## src/rtl/rand_index_sampler.sv

```systemverilog
// rand_index_sampler
//   Turns the free-running LFSR word into a uniformly distributed index in
//   [0, limit) for the WalkSAT pick logic. Masked rejection sampling is used:
//   the candidate is the low IDX_W bits of rnd ANDed with the smallest
//   all-ones mask that covers limit-1. A draw at or above limit is rejected
//   and retried. Before every draw the block waits GAP clocks, because the
//   LFSR shifts in only one new bit per clock. After MAX_TRIES rejected draws
//   it folds the last candidate down (cand - limit). That value is always in
//   range, so the block always finishes.
//
// Ports
//   clk          rising-edge clock
//   reset        asynchronous active-low reset
//   rnd          LFSR word; only rnd[IDX_W-1:0] is used
//   req_valid    request strobe
//   req_ready    high in IDLE only; decoded from state alone
//   limit        exclusive upper bound, latched when a request is accepted
//   idx_valid    result valid (DONE state)
//   idx_ready    consumer takes the result
//   idx          sampled index
//   idx_fallback result came from the fold-down path
//   err          limit was 0
module rand_index_sampler #(
  parameter int WIDTH     = 32,
  parameter int IDX_W     = 8,
  parameter int GAP       = 8,
  parameter int MAX_TRIES = 16
) (
  input  logic             clk,
  input  logic             reset,
  input  logic [WIDTH-1:0] rnd,
  input  logic             req_valid,
  output logic             req_ready,
  input  logic [IDX_W-1:0] limit,
  output logic             idx_valid,
  input  logic             idx_ready,
  output logic [IDX_W-1:0] idx,
  output logic             idx_fallback,
  output logic             err
);

  typedef enum logic [1:0] {IDLE, WAIT, SAMPLE, DONE} state_e;

  localparam logic [7:0]       GAP_M1 = 8'(GAP - 1);
  localparam logic [7:0]       MT     = 8'(MAX_TRIES);
  localparam logic [IDX_W-1:0] ONE    = {{(IDX_W-1){1'b0}}, 1'b1};

  state_e           state_q, state_d;
  logic [IDX_W-1:0] lim_q, lim_d, mask_q, mask_d, idx_q, idx_d;
  logic [7:0]       try_q, try_d, gap_q, gap_d;
  logic             fb_q, fb_d, err_q, err_d;

  logic [IDX_W-1:0] lim_m1, mask_c, cand;

  // The upper LFSR bits are deliberately unused.
  if (WIDTH > IDX_W) begin : g_unused
    logic unused_rnd_hi;
    assign unused_rnd_hi = ^rnd[WIDTH-1:IDX_W];
  end

  // Smear the highest set bit of limit-1 downward. This gives the smallest
  // 2^k-1 that is >= limit-1.
  always_comb begin
    lim_m1 = limit - ONE;
    mask_c = lim_m1;
    for (int i = 1; i < IDX_W; i++) mask_c = mask_c | (lim_m1 >> i);
  end

  assign cand = rnd[IDX_W-1:0] & mask_q;

  always_comb begin
    state_d = state_q;
    lim_d   = lim_q;
    mask_d  = mask_q;
    try_d   = try_q;
    gap_d   = gap_q;
    idx_d   = idx_q;
    fb_d    = fb_q;
    err_d   = err_q;
    case (state_q)
      IDLE: if (req_valid) begin
        lim_d  = limit;
        mask_d = mask_c;
        try_d  = '0;
        gap_d  = GAP_M1;
        if (limit == '0) begin
          state_d = DONE;
          idx_d   = '0;
          err_d   = 1'b1;
          fb_d    = 1'b0;
        end else begin
          state_d = WAIT;
        end
      end
      WAIT: begin
        if (gap_q == '0) state_d = SAMPLE;
        else             gap_d   = gap_q - 8'd1;
      end
      SAMPLE: begin
        if (cand < lim_q) begin
          idx_d   = cand;
          fb_d    = 1'b0;
          state_d = DONE;
        end else if (try_q + 8'd1 == MT) begin
          // cand <= mask < 2*lim, so the difference is always below lim.
          idx_d   = cand - lim_q;
          fb_d    = 1'b1;
          state_d = DONE;
        end else begin
          try_d   = try_q + 8'd1;
          gap_d   = GAP_M1;
          state_d = WAIT;
        end
      end
      DONE: if (idx_ready) begin
        state_d = IDLE;
        err_d   = 1'b0;
        fb_d    = 1'b0;
      end
      default: state_d = IDLE;
    endcase
  end

  always_ff @(posedge clk or negedge reset) begin
    if (!reset) begin
      state_q <= IDLE;
      lim_q   <= '0;
      mask_q  <= '0;
      try_q   <= '0;
      gap_q   <= '0;
      idx_q   <= '0;
      fb_q    <= 1'b0;
      err_q   <= 1'b0;
    end else begin
      state_q <= state_d;
      lim_q   <= lim_d;
      mask_q  <= mask_d;
      try_q   <= try_d;
      gap_q   <= gap_d;
      idx_q   <= idx_d;
      fb_q    <= fb_d;
      err_q   <= err_d;
    end
  end

  assign req_ready    = (state_q == IDLE);
  assign idx_valid    = (state_q == DONE);
  assign idx          = idx_q;
  assign idx_fallback = fb_q;
  assign err          = err_q;

endmodule

```

## config.mk

```make
export PLATFORM = sky130hd
export DESIGN_NAME = rand_index_sampler
export DESIGN_NICKNAME = d
export VERILOG_FILES = /design/src/rtl/rand_index_sampler.sv
export SDC_FILE = /design/constraint.sdc
export NUM_CORES = 1
export LEC_CHECK = 0
export BUFFER_PORTS_ARGS = -buffer_cell sky130_fd_sc_hd__buf_2
export CELL_PAD_IN_SITES_DETAIL_PLACEMENT = 0
export CELL_PAD_IN_SITES_GLOBAL_PLACEMENT = 1
export CORE_ASPECT_RATIO = 1.1
export CORE_MARGIN = 2
export CORE_UTILIZATION = 37
export CTS_BUF_LIST = sky130_fd_sc_hd__clkbuf_16
export CTS_CLUSTER_SIZE = 12
export DETAILED_ROUTE_END_ITERATION = 8
export HOLD_SLACK_MARGIN = 0.05
export PLACE_DENSITY = 0.8
export SLEW_MARGIN = 20
export SYNTH_ARGS = -nofsm -noshare
export SYNTH_HDL_FRONTEND = slang
export SYNTH_SLANG_ARGS = --single-unit
```

## constraint.sdc

```tcl
create_clock -name clk -period 2.3 [get_ports clk]
set_clock_uncertainty 0.1 [all_clocks]
set_input_delay 0.345 -clock clk [delete_from_list [all_inputs] [get_ports clk]]
set_output_delay 0.345 -clock clk [all_outputs]
set_load 0.01 [all_outputs]
```

# --- After elaboration in Yosys (flattened, before gate mapping) ---
# Cells that the tools add are included.
# Widths: inputs -> output; s select.
op_classes:
  add_sub_neg: 4
  n_lt_le_gt_ge: 1
  n_eq_ne: 12
  n_mux: 30
  bitwise_logic: 8
  n_reduce_logical: 14
op_table:
  columns: ["cell", "count"]
  rows:
  - ["$mux 8", 11]
  - ["$pmux 8 s2", 2]
  - ["$pmux 8 s3", 1]
  - ["$logic_not 8->1", 2]
  - ["$sub 8x1->8 const B", 2]
  - ["$mux 2", 6]
  - ["$reduce_and 4->1", 3]
  - ["$ne 2x2->1 const B", 5]
  - ["$reduce_and 5->1", 2]
  - ["$add 8x1->8 const B", 1]
  - ["$and 8x8->8", 1]
  - ["$eq 8x5->1 const B", 1]
  - ["$lt 8x8->1", 1]
  - ["$or 8x1->8", 1]
  - ["$or 8x2->8", 1]
  - ["$or 8x3->8", 1]
  - ["$or 8x4->8", 1]
  - ["$or 8x5->8", 1]
  - ["$or 8x6->8", 1]
  - ["$or 8x7->8", 1]
  - ["$pmux 2 s4", 1]
  - ["$sub 8x8->8", 1]
  - ["$mux 1", 7]
  - ["$reduce_bool 3->1", 2]
  - ["other kinds (10)", 13]
word_totals:
  register_bits: 44
  in_bits: 44
  out_inout_bits: 12
  elab_cells: 77

# --- Logic depth before layout (Yosys ltp) ---
# Gate-level depths: netlist of run 1.
logic_depth:
  ltp_word: 8
  ltp_mapped: 11
  depth_no_buf: 10

# --- Least setup slack after synthesis of run 1 ---
# OpenSTA, ideal clock, no wires.
synth_timing:
  path_type: "register -> register"
  from: "reg mask_q[0]"
  to: "reg gap_q[4]"
  setup_time_ps: 122
  t_arrival_ps: 2190
  setup_slack_ps: -111
  path_stages_with_launch: 12
  cell_sequence: "dfrtp_1 > nand2_1 > ha_1 > inv_1 > fa_1 > a211oi_1 > o21ai_1 > o21a_1 > o211ai_2 > buf_4 > nor2_4 > a32o_1"
synth_between:
  elab_chain_len: 4
synth_rtl:
  columns: ["item", "line_no", "rtl"]
  rows:
  - ["from (decl)", "49", "logic [IDX_W-1:0] lim_q, lim_d, mask_q, mask_d, idx_q, idx_d;"]
  - ["from (signal assigned)", "137", "mask_q <= mask_d;"]
  - ["$and 8x8->8", "69", "assign cand = rnd[IDX_W-1:0] & mask_q;"]
  - ["$lt 8x8->1", "100", "if (cand < lim_q) begin"]
  - ["$ne 2x2->1 (no source line)", null, null]
  - ["$reduce_and 5->1 (no source line)", null, null]
  - ["to (signal assigned)", "139", "gap_q <= gap_d;"]
  - ["to (decl)", "50", "logic [7:0] try_q, try_d, gap_q, gap_d;"]
# Every way passes these cells.
# A chain may end at the register's enable or synchronous reset.

# --- Worst setup path in the final report of run 1 ---
layout_timing:
  from: "reg mask_q[1]"
  to: "reg idx_q[7], in the netlist idx[7]"
layout_between:
  elab_chain_len: 5
  word_cells_on_any_way: 8
  classes_between: "add/sub: 1; order compare: 1; eq/ne: 1; mux: 3; bitwise: 1; reduce/logical: 1"
layout_rtl:
  columns: ["item", "line_no", "rtl"]
  rows:
  - ["$and 8x8->8 *", "69", null]
  - ["$sub 8x8->8", "106", "idx_d = cand - lim_q;"]
  - ["$mux 8", "104", "end else if (try_q + 8'd1 == MT) begin"]
  - ["$mux 8", "100", null]
  - ["$pmux 8 s2", "80", "case (state_q)"]
  - ["to (signal assigned)", "140", "idx_q <= idx_d;"]
  - ["to (decl)", "49", null]
# Every way passes the cells marked *; elsewhere a longest branch is shown, timed or not. The select of a mux whose other input is x is not followed.

==> reports/qor.yml, run 1 <==
grt_setup_unrepaired: "yes"
multi_input_area_sq_um: 1890
path_max_fanout: 3
die-area_sq_um: 8660
ant_nets: 0
preCtsSetupSlack_ns: -0.244
path_cells: "and2_4 > ha_4 > nor2b_4 > o31a_1 > o31a_1 > or4_4 > a21oi_2 > a21oi_1"
worst_slack_ns: -0.113
power_density_nw_per_um2: 1290
num_vias: 2753
routed_wl_um: 7210
synth_edf_count: 0
first_pass_iters: 4
worstPathRequired_ns: 2.38
synth_warnings: 0
crit_buf_inv: 0
antenna_found_initial: 0
setup_viol: 10
cts.reportedPaths.clkPinSlew_ns: 0.06
pin_count: 56
final_cells: 533
setup_tns_ns: -0.544
drive_above_1_share: 0.332
peakVddDrop_mv: 0.399
grt_overflow: 0
die_y_um: 97.4
wire_per_inst_um: 13.5
ys.flop_type: "dfrtp_1"
antenna_cells: 0
syn_area_sq_um: 2940
grt_max_degree: 45
drv_slew: 0
cts-hold-fix-buffers: 0
drt-initial-drc-count: 108
grt_pass1_vias: 2575
tightestPinTransition_ns: 0.615
hold_violations: 0
cts_buffers: 5
worstSkewPairLatency_ns: 0.28
clockRootBuffer: "clkbuf_16"
avgViaCountPerCell: 5.17
fmax_mhz: 415
final-seq-area_sq_um: 1100
h-tree-depth: 2
rr_startpoint: "mask_q[1]"
status: "finished, violations left"
synth.avg_cell_area_sq_um: 8.56
grtUsageTotal: 0.173
start_util: 0.377
period_share: 1.05
final_area_sq_um: 3950
rows: 34
port_buffers: 31
synthDistinctLibCells: 58
syn_nets: 406
place_area_sq_um: 3540
drc: 0
synth_cells: 343
synth_top_area_cell: "dfrtp_1"
rr_worst_depth: 8
clockBufferDepth: 2
core_area_sq_um: 7780
synthTopCellsByArea: "dfrtp_1 38%, ha_1 7.7%, nand2_1 5.2%, o21ai_0 4.8%, nor2_1 4.6%"
end_kind: "register"
cpPeakStageDelay_ns: 0.53
cts.sinks: 44
synthToLayoutAreaGrowth_pct: 34.6
leakagePower_nw: 1.78
finalPower_mw: 5.09
crit_type: "reg2reg"
cts_tree: "built"
timing.critical_path.mode_cell: "o31a_1"
synth.most_common_cell: "dfrtp_1"
max-cap-violations: 0
crit_cells: 8
cp.arrival_ns: 2.49
ys_seq_elements: 44
final_nets: 487
violations: "negative setup slack"
reg2reg_slack_ns: -0.11
worst_slew_margin_rel: 0.590
place_congestion: 0.862
reg2reg_to: "idx[7]"
startpoint_type: "register"
place_inst: 519
die_w_um: 88.9
fill_cells: 747
synth-seq-area-share: 0.375
dp_hpwl_um: 5310
min_period_ns: 2.41
postSynth.asyncResetShare: 1.00
critPathTopFamily: "simple AND/OR/NAND/NOR gates"
cp_slowest_cell: "or4_4"
grt_first_pass_wirelength_um: 11900
worstHoldPathType: "in2async"
yosys.area.top_type_share: 0.375
synthTopCellsByCount: "44 x dfrtp_1, 41 x nand2_1, 36 x nor2_1"
-- where the power goes --
part / switching, mW / internal, mW / total [mW]
Clock: 0.305 / 0.401 / 0.706
Combinational: 1.66 / 1.57 / 3.24
Sequential: 0.146 / 1.00 / 1.15
Total: 2.11 / 2.98 / 5.09
-- metal layers --
layer / wire, um / up-vias / global-route usage
met5: 0 / - / 0
met4: 72 / 0 / 0.0513
met3: 260 / 5 / 0.0289
met2: 3590 / 53 / 0.277
met1: 3280 / 1306 / 0.236
li1: - / 1389 / -
-- worst reg2reg max path, delay by kind of cell, from the launching register on --
kind	cells	cell delay (ns)
AND/OR/NAND/NOR	3	0.83
adder cells (fa/ha/maj)	1	0.21
AO/OA/AOI/OAI	4	0.78
flip-flops	1	0.37
-- state kept, by name, summed over array words and instances, names as in the netlist --
register / flops
mask_q: 8
lim_q: 8
idx_fallback: 1
try_q: 8
err: 1
state_q: 2
idx: 8
gap_q: 8
-- through the flow --
stage | hold WS [ns] | util
after floorplan | -0.0506 | -
after global placement | 0.357 | 0.455
after detailed placement | 0.364 | 0.455
after CTS | 0.0656 | 0.484
after global routing | 0.0928 | 0.507
final | 0.0376 | 0.507
-- how the worst max path moves through the flow --
| stage | slack [ns] | startpoint | end |
|---|---|---|---|
| after floorplan | 0.00009 | mask_q[0] | gap_q[4] |
| after global routing | -0.18 | mask_q[1] | idx[7] |
| final | -0.11 | mask_q[1] | idx[7] |
| after detailed placement | -0.24 | rnd[5] | gap_q[7] |
| after global placement | -0.21 | rnd[5] | gap_q[7] |
| after CTS | -0.14 | mask_q[0] | gap_q[4] |
-- layout make-up --
class / count / area share
repair buffers: 85 / 0.152
clock buffers: 5 / 0.0317
clock inverters: 3 / 0.00443
well taps: 108 / 0.0342
inverters: 21 / 0.0200
multi-input cells: 267 / 0.479
flip-flops and latches: 44 / 0.279
-- cells by family (layout without fill, tap and decap cells) --
kind of cell	Yosys count	in the layout	synth area share
and+or+nand+nor	130	130	0.216
buffers and inverters	32	114	0.0439
DFF	44	44	0.375
muxes	5	5	0.0171
adders and majority gates	19	19	0.0835
AOI/OAI and AO/OA	107	107	0.247
xor gates and xnor gates	6	6	0.0179
-- repair_timing --
item,in CTS,in global routing
pin swaps,7,20
setup buffers,3,3
endpoints found under the setup margin,24,25
gates resized for setup,14,51
-- cell usage in the layout (no fill, tap or decap), types with 7 or more instances in the layout --
cell,n
dfrtp_1,44
o21ai_0,17
buf_2,31
a21oi_1,17
inv_1,18
buf_4,43
nor2_1,34
and2_1,7
nand2_1,35
a31oi_1,10
o21ai_1,11
ha_1,13
nand3_1,10
buf_6,11
Note: power is estimated with default switching activity, not from simulation.
==> run 2: changes to the inputs <==
--- a/config.mk
+++ b/config.mk
@@ -10,12 +10,11 @@
 export CELL_PAD_IN_SITES_GLOBAL_PLACEMENT = 1
 export CORE_ASPECT_RATIO = 1.1
 export CORE_MARGIN = 2
-export CORE_UTILIZATION = 37
-export CTS_BUF_LIST = sky130_fd_sc_hd__clkbuf_16
+export CORE_UTILIZATION = 45
 export CTS_CLUSTER_SIZE = 12
 export DETAILED_ROUTE_END_ITERATION = 8
 export HOLD_SLACK_MARGIN = 0.05
-export PLACE_DENSITY = 0.8
+export PLACE_DENSITY = 0.91
 export SLEW_MARGIN = 20
 export SYNTH_ARGS = -nofsm -noshare
 export SYNTH_HDL_FRONTEND = slang
==> constraint.sdc (replaced) <==
create_clock -name clk -period 2.9 [get_ports clk]
set_clock_uncertainty 0.1 [all_clocks]
set_input_delay 0.435 -clock clk [delete_from_list [all_inputs] [get_ports clk]]
set_output_delay 0.435 -clock clk [all_outputs]
set_load 0.01 [all_outputs]
==> reports/qor.yml, run 2 (synthesis gave the netlist of run 1 again) <==
status: "finished clean"  # was finished, violations left
cp.arrival_ns: 2.75  # was 2.49 ns
wire_per_inst_um: 14.3  # was 13.5 um
place_inst: 452  # was 519
worstHoldPathType: "in2async"  # unchanged
die_w_um: 81.0  # was 88.9 um
met2_usage: 0.325  # was 0.277
port_buffers: 31  # unchanged
final_cells: 460  # was 533
power_density_nw_per_um2: 955  # was 1290 nW/um^2
cts-hold-fix-buffers: 0  # unchanged
clockBufferDepth: 2  # unchanged
cts.sinks: 44  # unchanged
place_congestion: 0.802  # was 0.862
switchingPower_mw: 1.40  # was 2.11 mW
multi_input_area_sq_um: 1710  # was 1890 sq um
hold_ws_ns: 0.0216  # was 0.0376 ns
grt_first_pass_wirelength_um: 11000  # was 11900 um
worstSkewPairLatency_ns: 0.30  # was 0.28 ns
final_cell_mix: "44 x dfrtp_1, 41 x nand2_1, 36 x nor2_1"  # was 44 x dfrtp_1, 43 x buf_4, 35 x nand2_1
drive_above_1_share: 0.155  # was 0.332
grt_max_degree: 45  # unchanged
drt-initial-drc-count: 90  # was 108
h-tree-depth: 2  # unchanged
worst_slack_ns: 0.245  # was -0.113 ns
tightestPinTransition_ns: 0.685  # was 0.615 ns
critPathLaunch: "mask_q[0]"  # was mask_q[1]
avgViaCountPerCell: 5.55  # was 5.17
start_util: 0.471  # was 0.377
grt_overflow: 0  # unchanged
fill_cells: 612  # was 747
fin_util: 0.535  # was 0.507
grtUsageTotal: 0.195  # was 0.173
crit_type: "reg2reg"  # unchanged
end_kind: "register"  # unchanged
use_met3: 0.0276  # was 0.0289
die-area_sq_um: 7190  # was 8660 sq um
path_max_fanout: 11  # was 3
rr_startpoint: "mask_q[0]"  # was mask_q[1]
drv_slew: 0  # unchanged
reg2reg_slack_ns: 0.24  # was -0.11 ns
rr_worst_depth: 11  # was 8
reg2reg_to: "gap_q[4]"  # was idx[7]
preCtsSetupSlack_ns: 0.0734  # was -0.244 ns
min_period_ns: 2.66  # was 2.41 ns
setup_tns_ns: 0  # was -0.544 ns
core_area_sq_um: 6230  # was 7780 sq um
setup_viol: 0  # was 10
clockRootBuffer: "clkbuf_8"  # was clkbuf_16
rows: 30  # was 34
final_nets: 442  # was 487
grt_busiest_layer: "met2"  # unchanged
cts.reportedPaths.clkPinSlew_ns: 0.08  # was 0.06 ns
synthToLayoutAreaGrowth_pct: 13.5  # was 34.6%
cts_tree: "built"  # unchanged
cts_buffers: 5  # unchanged
worst_slew_margin_rel: 0.537  # was 0.590
peakVddDrop_mv: 0.366  # was 0.399 mV
sw_frac_of_total: 0.439  # was 0.415
worstPathRequired_ns: 2.99  # was 2.38 ns
startpoint_type: "register"  # unchanged
layout_commonest_cell: "dfrtp_1"  # unchanged
period_share: 0.916  # was 1.05
cts_setup_buffers: 0  # was 3
p_int_mw: 1.78  # was 2.98 mW
leakagePower_nw: 1.51  # was 1.78 nW
drc: 0  # unchanged
fmax_mhz: 377  # was 415 MHz
grt.met1_usage: 0.263  # was 0.236
combPwrFrac: 0.568  # was 0.636
final-seq-area_sq_um: 1100  # unchanged
first_pass_iters: 4  # unchanged
cts_resized: 0  # was 14
die_y_um: 88.7  # was 97.4 um
p_clk_frac: 0.149  # was 0.139
ant_nets: 0  # unchanged
max-cap-violations: 0  # unchanged
antenna_found_initial: 0  # unchanged
grt_setup_unrepaired: "no"  # was yes
pin_count: 56  # unchanged
hold_violations: 0  # unchanged
power_frac_seq: 0.283  # was 0.226
critPathCapture: "gap_q[4]"  # was idx[7]
dp_hpwl_um: 4910  # was 5310 um
grt_pass1_vias: 2312  # was 2575
routed_wl_um: 6590  # was 7210 um
antenna_cells: 0  # unchanged
num_vias: 2555  # was 2753
[run 2: worst min path at each step]
stage                start   endpoint  cells after the start
floorplan            reset        err                      0
global placement    idx[6]     idx[6]                      2
detailed placement  idx[2]     idx[2]                      2
CTS                  reset  mask_q[0]                      1
global route         reset   lim_q[4]                      1
finish               reset     idx[4]                      1
[run 2: final cells by class]
class | instances | share of cell area
clock inverters | 2 | 0.0105
multi-input cells | 267 | 0.512
repair buffers | 40 | 0.0714
well taps | 80 | 0.0301
flip-flops and latches | 44 | 0.331
inverters | 21 | 0.0237
clock buffers | 6 | 0.0218
[run 2: power groups by stage]
| stage | combinational (mW) | clock (mW) | sequential [mW] |
|---|---|---|---|
| 2_1_floorplan | 1.28 | 0 | 0.918 |
| 3_3_place_gp | 1.76 | 0 | 0.906 |
| 3_5_place_dp | 1.79 | 0 | 0.913 |
| 4_1_cts | 1.81 | 0.479 | 0.900 |
| 5_1_grt | 2.01 | 0.513 | 0.925 |
| 6_report | 1.81 | 0.474 | 0.899 |
[run 2: metal layers]
metal,share of wire,vias to the layer above
met3,0.032,6
li1,-,1308
met5,0,-
met2,0.46,39
met1,0.49,1202
met4,0.012,0
[run 2: worst max-delay path, stage by stage (launching register included)]
cell      delay [ns]
dfrtp_1         0.38
nand2_1         0.11
ha_1            0.18
inv_1           0.06
fa_1            0.38
a211oi_1        0.31
o21ai_1         0.14
o21a_1          0.19
o211ai_2        0.24
buf_12          0.17
nor2_4          0.05
a32o_1          0.25
[run 2: through the flow]
stage / total power [mW] / area [sq um]
detailed placement: 2.70 / 3220
CTS: 3.18 / 3330
finish: 3.18 / 3330
global placement: 2.67 / 3220
floorplan: 2.20 / 2940
global route: 3.45 / 3330
